===== config.mk =====
export PLATFORM = sky130hd
export DESIGN_NAME = pwm_medidor
export DESIGN_NICKNAME = d
export VERILOG_FILES = /design/src/rtl/pwm_medidor.sv
export SDC_FILE = /design/constraint.sdc
export NUM_CORES = 1
export LEC_CHECK = 0
export ABC_AREA = 1
export CAP_MARGIN = 30
export CORE_AREA = 2 2 161 84
export DETAILED_ROUTE_END_ITERATION = 10
export DIE_AREA = 0 0 163 86
export HOLD_SLACK_MARGIN = 0.06
export PLACE_DENSITY_LB_ADDON = 0.25
export REMOVE_ABC_BUFFERS = 1
export SLEW_MARGIN = 5
export SYNTH_ARGS = -nofsm -noshare
export SYNTH_HDL_FRONTEND = slang
export SYNTH_SLANG_ARGS = --single-unit

===== constraint.sdc =====
create_clock -name clk -period 7.4 [get_ports clk]
set_input_delay 0.74 -clock clk [delete_from_list [all_inputs] [get_ports clk]]
set_output_delay 0.74 -clock clk [all_outputs]
set_load 0.01 [all_outputs]

===== src/rtl/pwm_medidor.sv =====
// PWM duty/period meter: synchronizes pwm_in, measures high time and period in clk cycles,
// and derives duty = floor(H*2^R/P) with a serial restoring divider running alongside measurement.
module pwm_medidor #(
    parameter int unsigned R = 6,
    parameter int unsigned W = 16
) (
    input  logic         clk,
    input  logic         reset,
    input  logic         pwm_in,
    output logic [R-1:0] duty,
    output logic [W-1:0] high_count,
    output logic [W-1:0] period_count,
    output logic         valid,
    output logic         stuck
);

    typedef enum logic [1:0] {
        WAIT_RISE,
        MEAS_HIGH,
        MEAS_LOW
    } meas_state_e;

    typedef enum logic {
        DIV_IDLE,
        DIV_RUN
    } div_state_e;

    localparam int unsigned CW = $clog2(R + 1);
    localparam logic [W-1:0] TMAX = '1;
    localparam logic [W-1:0] TPRE = {{(W-1){1'b1}}, 1'b0};
    localparam logic [CW-1:0] DLAST = CW'(R);

    // Synchronizer and edge detection
    logic sync1_q;
    logic s_q;
    logic s_prev_q;

    // Measurement state
    meas_state_e state_q;
    logic [W-1:0] hcnt_q;
    logic [W-1:0] pcnt_q;
    logic [W-1:0] tcnt_q;

    // Divider state
    div_state_e  div_state_q;
    logic [W:0]   rem_q;
    logic [W-1:0] div_p_q;
    logic [W-1:0] h_lat_q;
    logic [W-1:0] p_lat_q;
    logic [R-1:0] quot_q;
    logic [CW-1:0] dcnt_q;

    // Registered outputs
    logic [R-1:0] duty_q;
    logic [W-1:0] high_count_q;
    logic [W-1:0] period_count_q;
    logic         valid_q;
    logic         stuck_q;

    logic rise;
    logic fall;
    logic timeout;
    logic latch;

    logic [W:0] rem_sh;
    logic       qbit;
    logic [W:0] rem_d;

    always_comb begin
        rise    = s_q & ~s_prev_q;
        fall    = ~s_q & s_prev_q;
        // A rise on the very cycle the counter would saturate wins over the timeout.
        timeout = ~rise & (tcnt_q == TPRE);
        latch   = (state_q == MEAS_LOW) & rise;
    end

    always_comb begin
        rem_sh = rem_q << 1;
        qbit   = (rem_sh >= {1'b0, div_p_q});
        rem_d  = qbit ? (rem_sh - {1'b0, div_p_q}) : rem_sh;
    end

    always_ff @(posedge clk or posedge reset) begin
        if (reset) begin
            sync1_q  <= 1'b0;
            s_q      <= 1'b0;
            s_prev_q <= 1'b0;
        end else begin
            sync1_q  <= pwm_in;
            s_q      <= sync1_q;
            s_prev_q <= s_q;
        end
    end

    always_ff @(posedge clk or posedge reset) begin
        if (reset) begin
            state_q <= WAIT_RISE;
            hcnt_q  <= '0;
            pcnt_q  <= '0;
            tcnt_q  <= '0;
        end else begin
            if (rise) begin
                tcnt_q <= '0;
            end else if (tcnt_q != TMAX) begin
                tcnt_q <= tcnt_q + W'(1);
            end

            if (timeout) begin
                state_q <= WAIT_RISE;
            end else begin
                case (state_q)
                    WAIT_RISE: begin
                        if (rise) begin
                            hcnt_q  <= W'(1);
                            pcnt_q  <= W'(1);
                            state_q <= MEAS_HIGH;
                        end
                    end
                    MEAS_HIGH: begin
                        if (fall) begin
                            pcnt_q  <= pcnt_q + W'(1);
                            state_q <= MEAS_LOW;
                        end else begin
                            hcnt_q <= hcnt_q + W'(1);
                            pcnt_q <= pcnt_q + W'(1);
                        end
                    end
                    MEAS_LOW: begin
                        if (rise) begin
                            hcnt_q  <= W'(1);
                            pcnt_q  <= W'(1);
                            state_q <= MEAS_HIGH;
                        end else begin
                            pcnt_q <= pcnt_q + W'(1);
                        end
                    end
                    default: state_q <= WAIT_RISE;
                endcase
            end
        end
    end

    always_ff @(posedge clk or posedge reset) begin
        if (reset) begin
            div_state_q    <= DIV_IDLE;
            rem_q          <= '0;
            div_p_q        <= '0;
            h_lat_q        <= '0;
            p_lat_q        <= '0;
            quot_q         <= '0;
            dcnt_q         <= '0;
            duty_q         <= '0;
            high_count_q   <= '0;
            period_count_q <= '0;
            valid_q        <= 1'b0;
            stuck_q        <= 1'b0;
        end else begin
            valid_q <= 1'b0;
            if (timeout) begin
                div_state_q    <= DIV_IDLE;
                duty_q         <= s_q ? '1 : '0;
                high_count_q   <= s_q ? '1 : '0;
                period_count_q <= '1;
                valid_q        <= 1'b1;
                stuck_q        <= 1'b1;
            end else begin
                if (div_state_q == DIV_RUN) begin
                    if (dcnt_q == DLAST) begin
                        duty_q         <= quot_q;
                        high_count_q   <= h_lat_q;
                        period_count_q <= p_lat_q;
                        valid_q        <= 1'b1;
                        stuck_q        <= 1'b0;
                        div_state_q    <= DIV_IDLE;
                    end else begin
                        rem_q  <= rem_d;
                        quot_q <= {quot_q[R-2:0], qbit};
                        dcnt_q <= dcnt_q + CW'(1);
                    end
                end
                // A latch coinciding with the final step still lets that result publish,
                // so a period of exactly R+1 cycles yields a result.
                if (latch) begin
                    rem_q       <= {1'b0, hcnt_q};
                    div_p_q     <= pcnt_q;
                    h_lat_q     <= hcnt_q;
                    p_lat_q     <= pcnt_q;
                    quot_q      <= '0;
                    dcnt_q      <= '0;
                    div_state_q <= DIV_RUN;
                end
            end
        end
    end

    assign duty         = duty_q;
    assign high_count   = high_count_q;
    assign period_count = period_count_q;
    assign valid        = valid_q;
    assign stuck        = stuck_q;

endmodule

# == Word level (Yosys, flattened, before mapping) ==
# Index checks and enable logic that the tools add are counted.
# op_classes
n_eq_ne,11
n_addsub,5
n_reduce_logical,14
bitwise_logic,8
magnitude_cmp,1
n_mux,42
# ops
op,n
16-bit 2-to-1 mux,16
"16-bit by 1-bit adder with 16-bit output, second input constant",3
16-bit case mux with 3 select lines,1
6-bit 2-to-1 mux,7
16-bit case mux with 2 select lines,1
17-bit by 16-bit >= comparator with 1-bit output,1
"16-bit == test, second input constant",1
"16-bit != test, second input constant",1
16-bit subtractor,1
1-bit 2-to-1 mux,10
2-bit nonzero test,5
3-bit 2-to-1 mux,3
2-bit 2-to-1 mux,3
"2-bit != test, second input constant",3
2-bit AND reduction,3
3-bit AND reduction,2
1-bit AND,4
1-bit NOT,4
2-bit case mux with 2 select lines,1
4-bit AND reduction,1
"3-bit by 1-bit adder with 3-bit output, second input constant",1
"3-bit == test, second input constant",1
"3-bit by 1-bit != test with 1-bit output, second input constant",1
"3-bit != test, second input constant",1
other kinds (6),6
# word_totals
input_bits,3
regBits,151
out_inout_bits,40
word_cells,99

# == Longest topological paths before layout ==
# Gate-level depths: netlist (run 1).
# logic_depth
word_depth,6
mapped_depth,15
mapped_depth_nobuf,14

# == Worst setup path before layout (run 1) ==
# No wires, ideal clock.
# synth_path
path_type,reg-to-reg
start,register rem_q[7]
end,register rem_q[14]
arrival_ns,1.731
t_required_ns,7.279
path_stages_with_launch,12
setup_slack_ns,5.548
synth_period_minus_slack_ns,1.852
cell_sequence,dfrtp_1 -> ha_1 -> nand2_1 -> inv_1 -> a21oi_1 -> nand3_1 -> nand2_1 -> nand2_1 -> buf_2 -> or2_1 -> nand3_1 -> nand2_1
# synth_between
elab_chain_cells,5
word_cells_on_any_way,6
classes_between,1 x add/sub; 1 x order compare; 4 x mux
# synth_lines
element,line,source
from (decl),46,logic [W:0] rem_q;
from (signal assigned),176,rem_q <= rem_d;
from (signal assigned),184,"rem_q <= {1'b0, hcnt_q};"
16-bit subtractor / 17-bit by 16-bit >= comparator with 1-bit output (equally long branches),"80, 79",
16-bit 2-to-1 mux *,80,"rem_d = qbit ? (rem_sh - {1'b0, div_p_q}) : rem_sh;"
16-bit 2-to-1 mux *,168,if (dcnt_q == DLAST) begin
16-bit 2-to-1 mux *,167,if (div_state_q == DIV_RUN) begin
16-bit 2-to-1 mux *,183,if (latch) begin
# Mark *: on every way between the ends. The rest lies on a longest branch, timed or not. The select of a mux whose other input is x is not followed.
# A chain may end at the register's enable or synchronous reset.

# == Worst setup path after layout (run 1) ==
# layout_path
start,register s_q
end,register dcnt_q[1]
# layout_between
elab_chain_cells,5
word_cells_on_any_way,9
classes_between,1 x eq/ne; 1 x mux; 5 x bitwise; 2 x reduce/logical
# layout_lines
element,line,source
from (decl),35,logic s_q;
from (signal assigned),90,s_q <= sync1_q;
1-bit AND *,70,rise = s_q & ~s_prev_q;
branches (longest 4 deep; another with 3-bit AND reduction),n/a,
to (signal assigned),178,dcnt_q <= dcnt_q + CW'(1);
to (decl),51,logic [CW-1:0] dcnt_q;
# Mark *: on every way between the ends.

==> metrics.md, run 1 <==
| Metric | Value |
|---|---|
| Required time worst endpoint | `7.72 ns` |
| Setup ws final | `between 3 and 4 ns` |
| DRC violations left | `0` |
| Detailed router's first-iteration violation count | `620` |
| Clock latency at the later pin of the worst-skew pair | `0.42 ns` |
| Syn_area_per_cell | `approximately 8 um2` |
| Peak supply drop | `185 uV` |
| Die X-Extent | `163 um` |
| Layout Skew | `0.0101 ns` |
| Commonest non-fill, non-tap cell in the layout | `nand2_1` |
| Starting density of the core | `0.645` |
| Setup crit start | `s_q` |
| DR vias | `a little under 7000` |
| Via density | `5.62` |
| EDFF count, synth | `0` |
| Routed WL | `18300 um` |
| Row count | `29` |
| CTS sink cnt | `151` |
| P&R area growth vs syn | `13.2%` |
| Crit path kind | `flip-flop to flip-flop` |
| Area of the die | `14000 um2` |
| Gpl congestion | `~0.94` |
| Most frequent cells in the layout | `nand2_1, dfrtp_1, inv_1` |
| Cts bufs inserted | `17` |
| H-tree depth | `4` |
| Fmax achieved | `277 MHz` |
| Setup bufs post-CTS | `0` |
| Post-Syn Instances | `~1000` |
| Clock Tree Root | `clkbuf_16` |
| Power Dens Cells | `368 nW/um2` |
| Antenna Nets Post-Route | `0` |
| Reg clk slew, reported paths | `about 0.060 ns` |
| Hpwl dp | `13000 um` |
| Setup crit end | `dcnt_q[1]` |
| Mapped Area | `8070 um2` |
| Synth Warn # | `0` |
| Die extent in y | `86 um` |
| Total power | `3370 uW` |
| Total grt overflow | `0` |
| Largest net degree at the start of global routing | `92` |
| Flop and latch count out of synthesis | `~150` |
| Fin nets | `1074` |
| Setup repair after global routing missed its margin | `no` |
| Fin util | `0.730` |
| GRT Util Overall | `0.282` |
| Layout Cells excl Fill | `1226` |
| HP Class | `flip-flop to flip-flop` |
| Slew margin rel. | `0.345` |
| Core area | `12500 um2` |
| Post-CTS sizing | `0` |
| MaxCap Viol Count | `0` |
| Max-slew violations | `0` |
| Fin. Hold Viols | `0` |
| Top FF cell, synth | `dfrtp_1` |
| Final critical-path required period | `3.61 ns` |
| Post-CTS Hold Buffers | `0` |
| Reg-to-reg endpoint | `dcnt_q[1]` |
| Final worst-path cycle share | `0.488` |
| Routed WL per cell | `14.9 um` |
| Placed cells | `1195` |
| Start of the worst register-to-register path | `s_q` |
| TritonRoute pass-1 iters | `5` |
| Worst-path maximum fanout | `75` |
| Share of layout cells above drive strength 1 | `0.0691` |
| Vias in the first global route | `~6500` |
| DP Worst Slack | `around 4.0 ns` |
| Startpoint types | `flip-flop` |
| Sequential share of the synthesized area | `0.468` |
| Worst Path Arrival | `3.93 ns` |
| Reg2reg setup slack | `3.79 ns` |
| Finish-stage setup viols | `0` |
| Post-synthesis cell type count | `45` |
| Initial antenna violation count | `0` |
| CTS max path bufs | `2` |
| Endpoint class of the critical path | `flip-flop` |
| Worst Reg-to-Reg Cells | `8` |
| Outcome | `finished, final reports clean` |
| First-pass GRT wire length | `31200 um` |
| Asr flop ratio synth | `1.00` |
| Setup TNS | `0 ns` |
| PortBufs | `42` |
| Antenna Cells | `0` |
| # IOs | `43` |
| Leakage | `0.00419 uW` |
| CTS tree | `built` |
| Worst slew pin tran | `~1 ns` |
==> cell usage after synthesis, types with 5 or more instances <==
| cell | number | area, um2 |
|---|---|---|
| nor3_1 | 16 | 80.1 |
| nand4_1 | 22 | 138 |
| nand2_1 | 261 | 980 |
| a22o_1 | 5 | 43.8 |
| o21ai_0 | 69 | 345 |
| a22oi_1 | 6 | 45.0 |
| nor4_1 | 6 | 37.5 |
| nand3_1 | 58 | 290 |
| o21ai_1 | 5 | 25.0 |
| nor2_1 | 91 | 342 |
| dfrtp_1 | 151 | 3780 |
| o211ai_1 | 17 | 128 |
| nand3b_1 | 10 | 75.1 |
| xor2_1 | 8 | 70.1 |
| a21oi_1 | 49 | 245 |
| buf_2 | 15 | 75.1 |
| a21oi_2 | 20 | 175 |
| clkbuf_1 | 14 | 52.6 |
| inv_1 | 118 | 443 |
| ha_1 | 26 | 325 |
==> area by class of cell <==
| cell class | instances | area, um2 |
|---|---|---|
| repair buffers | 47 | 458 |
| clock inverters | 13 | 111 |
| clock buffers | 18 | 439 |
| well taps | 170 | 213 |
| inverters | 121 | 464 |
| flip-flops and latches | 151 | 3780 |
| fillers | 940 | 3380 |
| multi-input cells | 706 | 3680 |
==> cell families after synthesis <==
| group | Yosys count | synth area share |
|---|---|---|
| XOR/XNOR | 12 | 0.0130 |
| adder cells (fa/ha/maj) | 27 | 0.0428 |
| AO/OA/AOI/OAI | 184 | 0.138 |
| AND/OR/NAND/NOR | 483 | 0.262 |
| buffers and inverters | 155 | 0.0769 |
| flip-flops | 151 | 0.468 |
==> routing by layer <==
| metal | vias to the layer above | track usage | wire length (um) |
|---|---|---|---|
| met1 | 3258 | 0.400 | 8880 |
| met5 | - | 0 | 0 |
| li1 | 3388 | - | - |
| met4 | 0 | 0.0925 | 360 |
| met2 | 200 | 0.450 | 8210 |
| met3 | 39 | 0.0455 | 839 |
==> where the power goes <==
part	leakage (uW)	internal [uW]	switching, uW
sequential	0.00198	1010	145
combinational	0.00195	547	855
clock	0.000264	446	365
==> state kept, by name, indices dropped and copies added (netlist names) <==
name / flops
p_lat_q: 16
s_q: 1
quot_q: 6
dcnt_q: 3
period_count: 16
tcnt_q: 16
h_lat_q: 16
hcnt_q: 16
pcnt_q: 16
state_q: 2
high_count: 16
rem_q: 16
valid: 1
div_state_q: 1
s_prev_q: 1
sync1_q: 1
duty: 6
stuck: 1
==> how the worst min path moves through the flow <==
| stage | startpoint | end | slack (ns) | cells after the start |
|---|---|---|---|---|
| global route | sync1_q | s_q | 0.41 | 0 |
| detailed placement | sync1_q | s_q | 0.37 | 0 |
| finish | sync1_q | s_q | 0.40 | 0 |
| CTS | sync1_q | s_q | 0.39 | 0 |
| floorplan | sync1_q | s_q | 0.33 | 0 |
| global placement | sync1_q | s_q | 0.33 | 0 |
==> through the flow <==
step	hold WS, ns	area (um2)
after global routing	0.406	9140
after global placement	0.333	8590
after floorplan	0.331	7910
final	0.400	9140
after detailed placement	0.370	8590
after CTS	0.394	9140
==> critical path, stage by stage, from the launching register on <==
cell     delay [ns]
dfrtp_1        0.44
nand2_1        0.41
inv_1          0.31
nand2_2        0.12
buf_4          0.55
inv_1          0.49
nor2_1         0.67
inv_1          0.22
o21ai_0        0.27
Note: power is estimated with default switching activity, not from simulation.
==> run 2: changes to the inputs <==
CORE_AREA = 2 2 168 88   (was 2 2 161 84)
DIE_AREA = 0 0 170 90   (was 0 0 163 86)
clock period = 3.6 ns   (was 7.4 ns; I/O delays follow)
==> run 2 against run 1 <==
Against the previous run: worst setup slack worse by 3.2 ns; core utilization down 6.5 points; sequential share of layout area down 0.68 points; highest routed layer unchanged; clock power up 140%; cell count up 1.4%; first-iteration DRC count up 39%; wire length up 9.3%; final area up 1.7%; total power up 120%.
==> metrics.md, run 2 (synthesis gave the netlist of run 1 again) <==
| Metric | Value |
|---|---|
| Reg clk slew, reported paths | `0.07 ns` |
| Post-CTS Hold Buffers | `0` |
| Setup crit start | `p_lat_q[1]` |
| Commonest non-fill, non-tap cell in the layout | `nand2_1` |
| Required time worst endpoint | `3.91 ns` |
| Grt met1 use | `0.461` |
| Routed WL per cell | `16.1 um` |
| Start of the worst register-to-register path | `p_lat_q[1]` |
| Routed WL | `around 20000 um` |
| DR vias | `7052` |
| Worst-path maximum fanout | `20` |
| Starting density of the core | `0.578` |
| Max-slew violations | `0` |
| Most frequent cells in the layout | `nand2_1, dfrtp_1, inv_1` |
| Total grt overflow | `0` |
| Crit path kind | `flip-flop to flip-flop` |
| Min Hold Slack | `0.365 ns` |
| Largest net degree at the start of global routing | `64` |
| Area of the die | `15300 um2` |
| Layout Skew | `about 0.012 ns` |
| Die extent in y | `90 um` |
| Leakage | `0.00426 uW` |
| Vias in the first global route | `6394` |
| Core area | `14000 um2` |
| Via density | `5.67` |
| Setup repair after global routing missed its margin | `no` |
| Slew margin rel. | `0.519` |
| Cell Int Power | `4400 uW` |
| Share of layout cells above drive strength 1 | `0.0734` |
| Startpoint types | `flip-flop` |
| Fin. Hold Viols | `0` |
| CTS tree | `built` |
| First-pass GRT wire length | `33300 um` |
| Gpl congestion | `roughly 0.94` |
| Met3 global-route usage | `0.0621` |
| Worst Path Arrival | `3.29 ns` |
| Antenna Cells | `0` |
| Sw frac | `0.395` |
| Post-CTS sizing | `0` |
| Row count | `31` |
| Setup bufs post-CTS | `0` |
| Finish-stage setup viols | `0` |
| Fmax achieved | `335 MHz` |
| CTS sink cnt | `151` |
| Final worst-path cycle share | `0.830` |
| Multi-input gate area | `approximately 3700 um2` |
| Initial antenna violation count | `1` |
| MaxCap Viol Count | `0` |
| Power Dens Cells | `about 780 nW/um2` |
| PortBufs | `42` |
| # IOs | `43` |
| HP Class | `input pin to async pin` |
| Total power | `7280 uW` |
| Antenna Nets Post-Route | `0` |
| Setup TNS | `0 ns` |
| Register area | `3780 um2` |
| CTS max path bufs | `2` |
| Worst slew pin tran | `0.719 ns` |
| Most used routing layer | `met1` |
| # fillers | `1159` |
| Clock Tree Root | `clkbuf_16` |
| Clock power frac | `0.266` |
| GRT Util Overall | `0.275` |
| Endpoint class of the critical path | `flip-flop` |
| Peak supply drop | `435 uV` |
| Die X-Extent | `170 um` |
| Reg power frac | `0.326` |
| H-tree depth | `4` |
| Fin util | `0.666` |
| Clock latency at the later pin of the worst-skew pair | `~0.42 ns` |
| Detailed router's first-iteration violation count | `between 800 and 900` |
| Fin nets | `about 1100` |
| TritonRoute pass-1 iters | `5` |
| Cts bufs inserted | `17` |
| Hpwl dp | `14100 um` |
| GRT met2 Usage | `0.352` |
| DRC violations left | `0` |
| Final critical-path required period | `2.99 ns` |
| Psw | `2880 uW` |
| Comb pwr share | `0.408` |
| Outcome | `finished, final reports clean` |
| P&R area growth vs syn | `15.1%` |
## run 2: routing by layer
metal / vias up / part of all wire
li1: 3397 / -
met3: 16 / 0.085
met1: 3347 / 0.52
met5: - / 0
met4: 0 / 0.0080
met2: 292 / 0.39
## run 2: layout make-up
type | count | area share
well taps | 181 | 0.0244
repair buffers | 52 | 0.0547
inverters | 121 | 0.0499
multi-input cells | 706 | 0.396
clock buffers | 19 | 0.0477
clock inverters | 13 | 0.0211
flip-flops and latches | 151 | 0.407
## run 2: worst paths after layout
| check | end | slack [ns] | cells after the start |
|---|---|---|---|
| worst min-delay path | pcnt_q[9] | 0.36 | 2 |
| worst max register to register | rem_q[14] | 0.61 | 12 |
| worst max-delay path | rem_q[14] | 0.61 | 12 |
| min in group clk | sync1_q | 0.39 | 1 |
| max in group asynchronous | duty[2] | 2.42 | 3 |
| worst min register to register | s_q | 0.40 | 0 |
## run 2: power by group through the flow
stage          logic, uW  registers (uW)  clock network (uW)
2_1_floorplan       1960            2380                   0
3_3_place_gp        2840            2390                   0
3_5_place_dp        2890            2390                   0
4_1_cts             2930            2370                1950
5_1_grt             3330            2430                2020
6_report            2970            2370                1940
## run 2: worst max-delay path, stage by stage, from the launching register on
cell and delay [ns]:
dfrtp_1 0.40, inv_1 0.09, ha_1 0.32, ha_1 0.22, nand2_1 0.07, nor2_1 0.04
nand3_1 0.08, nor2_1 0.05, nor2_1 0.53, nand2_1 0.57, or2_1 0.37, nand3_1 0.08
nand2_1 0.05
## run 2: metrics by stage
stage | cell area, um2 | instances | setup WS, ns
2_1_floorplan | 7910 | 978 | -0.825
6_report | 9290 | 1243 | 0.612
5_1_grt | 9290 | 1243 | 0.321
3_3_place_gp | 8650 | 1211 | 0.756
4_1_cts | 9290 | 1243 | 0.683
3_5_place_dp | 8650 | 1211 | 0.701
==> run 3: changes to the inputs <==
CORE_AREA = 2 2 175 91   (was 2 2 168 88)
DIE_AREA = 0 0 177 93   (was 0 0 170 90)
clock period = 2.45 ns   (was 3.6 ns; I/O delays follow)
==> run 3 against run 2 <==
Against the previous run: total power rose by 46%; critical path depth rose by 3; clock power rose by 30%; core utilization fell by 3.5 points; sequential share of layout area fell by 0.74 points; worst setup slack got worse by 0.41 ns; register-to-register slack got worse by 0.41 ns; non-clock buffer count rose by 24; first-iteration DRC count rose by 5.1%; cell count rose by 3.7%; worst hold slack got worse by 0.16 ns; highest routed layer unchanged.
==> metrics.md, run 3 (synthesis gave the netlist of run 1 again) <==
| Metric | Value |
|---|---|
| Met1 WL | `10600 um` |
| GRT Util Overall | `0.263` |
| Reg clk slew, reported paths | `0.06 ns` |
| Antenna Cells | `0` |
| Startpoint types | `flip-flop` |
| Cell family with most CP delay | `simple AND/OR/NAND/NOR gates` |
| Row count | `32` |
| Gpl congestion | `0.953` |
| Die X-Extent | `177 um` |
| Worst-path maximum fanout | `20` |
| PortBufs | `between 40 and 50` |
| Cts bufs inserted | `17` |
| Post-CTS Hold Buffers | `0` |
| Antenna Nets Post-Route | `0` |
| Multi-input gate area | `approximately 3700 um2` |
| Slowest stage delay, CP | `0.37 ns` |
| DRC violations left | `0` |
| Via density | `5.53` |
| Core area | `15000 um2` |
| Peak supply drop | `596 uV` |
| Outcome | `finished, final reports clean` |
| Worst Path Arrival | `around 2.6 ns` |
| Initial antenna violation count | `0` |
| P&R area growth vs syn | `17.2%` |
| Total power | `between 10000 and 15000 uW` |
| Final worst-path cycle share | `0.916` |
| Setup repair after global routing missed its margin | `no` |
| Slew margin rel. | `0.561` |
| Total grt overflow | `0` |
| Routed WL | `20000 um` |
| TritonRoute pass-1 iters | `5` |
| Most frequent cells in the layout | `nand2_1, dfrtp_1, inv_1` |
| Vias in the first global route | `about 6400` |
| Hpwl dp | `14800 um` |
| Fin nets | `roughly 1100` |
| Clock Tree Root | `clkbuf_16` |
| Crit path buf inv count | `2` |
| H-tree depth | `4` |
| Met2 wire length | `between 7000 and 8000 um` |
| CTS max path bufs | `2` |
| Metal3 WL | `1860 um` |
| Die extent in y | `93 um` |
| First-pass GRT wire length | `33700 um` |
| Fmax achieved | `446 MHz` |
| DR vias | `7131` |
| Worst slew pin tran | `0.658 ns` |
| Layout Skew | `0.0100 ns` |
| Min Hold Slack | `0.203 ns` |
| MaxCap Viol Count | `0` |
| Crit path kind | `flip-flop to flip-flop` |
| Routed WL per cell | `about 16 um` |
| Required time worst endpoint | `2.76 ns` |
| Final critical-path required period | `2.24 ns` |
| Register area | `roughly 3800 um2` |
| CP max-delay cell | `dfrtp_1` |
| Area of the die | `16500 um2` |
| Power Dens Cells | `about 1100 nW/um2` |
| # IOs | `43` |
| Share of layout cells above drive strength 1 | `0.0959` |
| Max layer used | `met4` |
| Detailed router's first-iteration violation count | `about 900` |
| Starting density of the core | `0.538` |
| # fillers | `1346` |
| CTS tree | `built` |
| Finish-stage setup viols | `0` |
| Clock latency at the later pin of the worst-skew pair | `0.43 ns` |
| Commonest non-fill, non-tap cell in the layout | `nand2_1` |
| Leakage | `approximately 0.0044 uW` |
| HP Class | `input pin to async pin` |
| CTS sink cnt | `151` |
| Most repeated library cell on the critical path | `nand2_1` |
| CP Cell Sequence | `inv_1, ha_2, nand2_1, nand2_1, nand2_1, nand2_1, nand2_1, nand3_1, nand2_1, nand2_1, buf_6, nand2_1, nand2_1, o21ai_1, nand2_1` |
| Endpoint class of the critical path | `flip-flop` |
| Fin. Hold Viols | `0` |
| Max-slew violations | `0` |
| Largest net degree at the start of global routing | `46` |
[run 3: routing by layer]
layer / GRT usage / up-vias
li1: - / 3447
met5: 0 / -
met4: 0.0620 / 0
met3: 0.0634 / 22
met1: 0.442 / 3348
met2: 0.323 / 314
[run 3: power breakdown]
part	internal, uW	total, uW	switching [uW]
logic	1820	4610	2790
clock network	1470	2530	1060
registers	3050	3480	422
[run 3: final cells by class]
| class | count | area share |
|---|---|---|
| multi-input combinational | 706 | 0.389 |
| inverter | 121 | 0.0493 |
| clock buffer | 20 | 0.0493 |
| sequential | 151 | 0.399 |
| tap | 204 | 0.0270 |
| clock inverter | 11 | 0.0106 |
| timing repair buffer | 76 | 0.0757 |
[run 3: worst paths after layout]
kind | slack, ns | to | start | cells past startpoint
max in group asynchronous | 1.65 | high_count[6] | reset | 3
min in group clk | 0.26 | sync1_q | pwm_in | 1
setup reg to reg | 0.21 | rem_q[13] | p_lat_q[2] | 15
hold / removal | 0.20 | period_count[2] | reset | 2
setup / recovery | 0.21 | rem_q[13] | p_lat_q[2] | 15
hold reg to reg | 0.37 | s_q | sync1_q | 0
[run 3: what timing repair did]
| action | 4_1_cts | 5_1_grt |
|---|---|---|
| setup buffers | 0 | 0 |
| gates resized for setup | 0 | 4 |
| setup endpoints to repair | 0 | 2 |
[run 3: per-stage QoR]
stage / util / instance area, um2 / setup WS (ns) / TNS [ns] / instances
4_1_cts: 0.629 / 9450 / 0.0304 / 0 / 1288
3_3_place_gp: 0.592 / 8880 / 0.125 / 0 / 1257
3_5_place_dp: 0.592 / 8880 / 0.0466 / 0 / 1257
6_report: 0.631 / 9470 / 0.206 / 0 / 1289
2_1_floorplan: - / 7910 / -1.86 / -299.57 / 978
5_1_grt: 0.631 / 9470 / 0.0194 / 0 / 1289
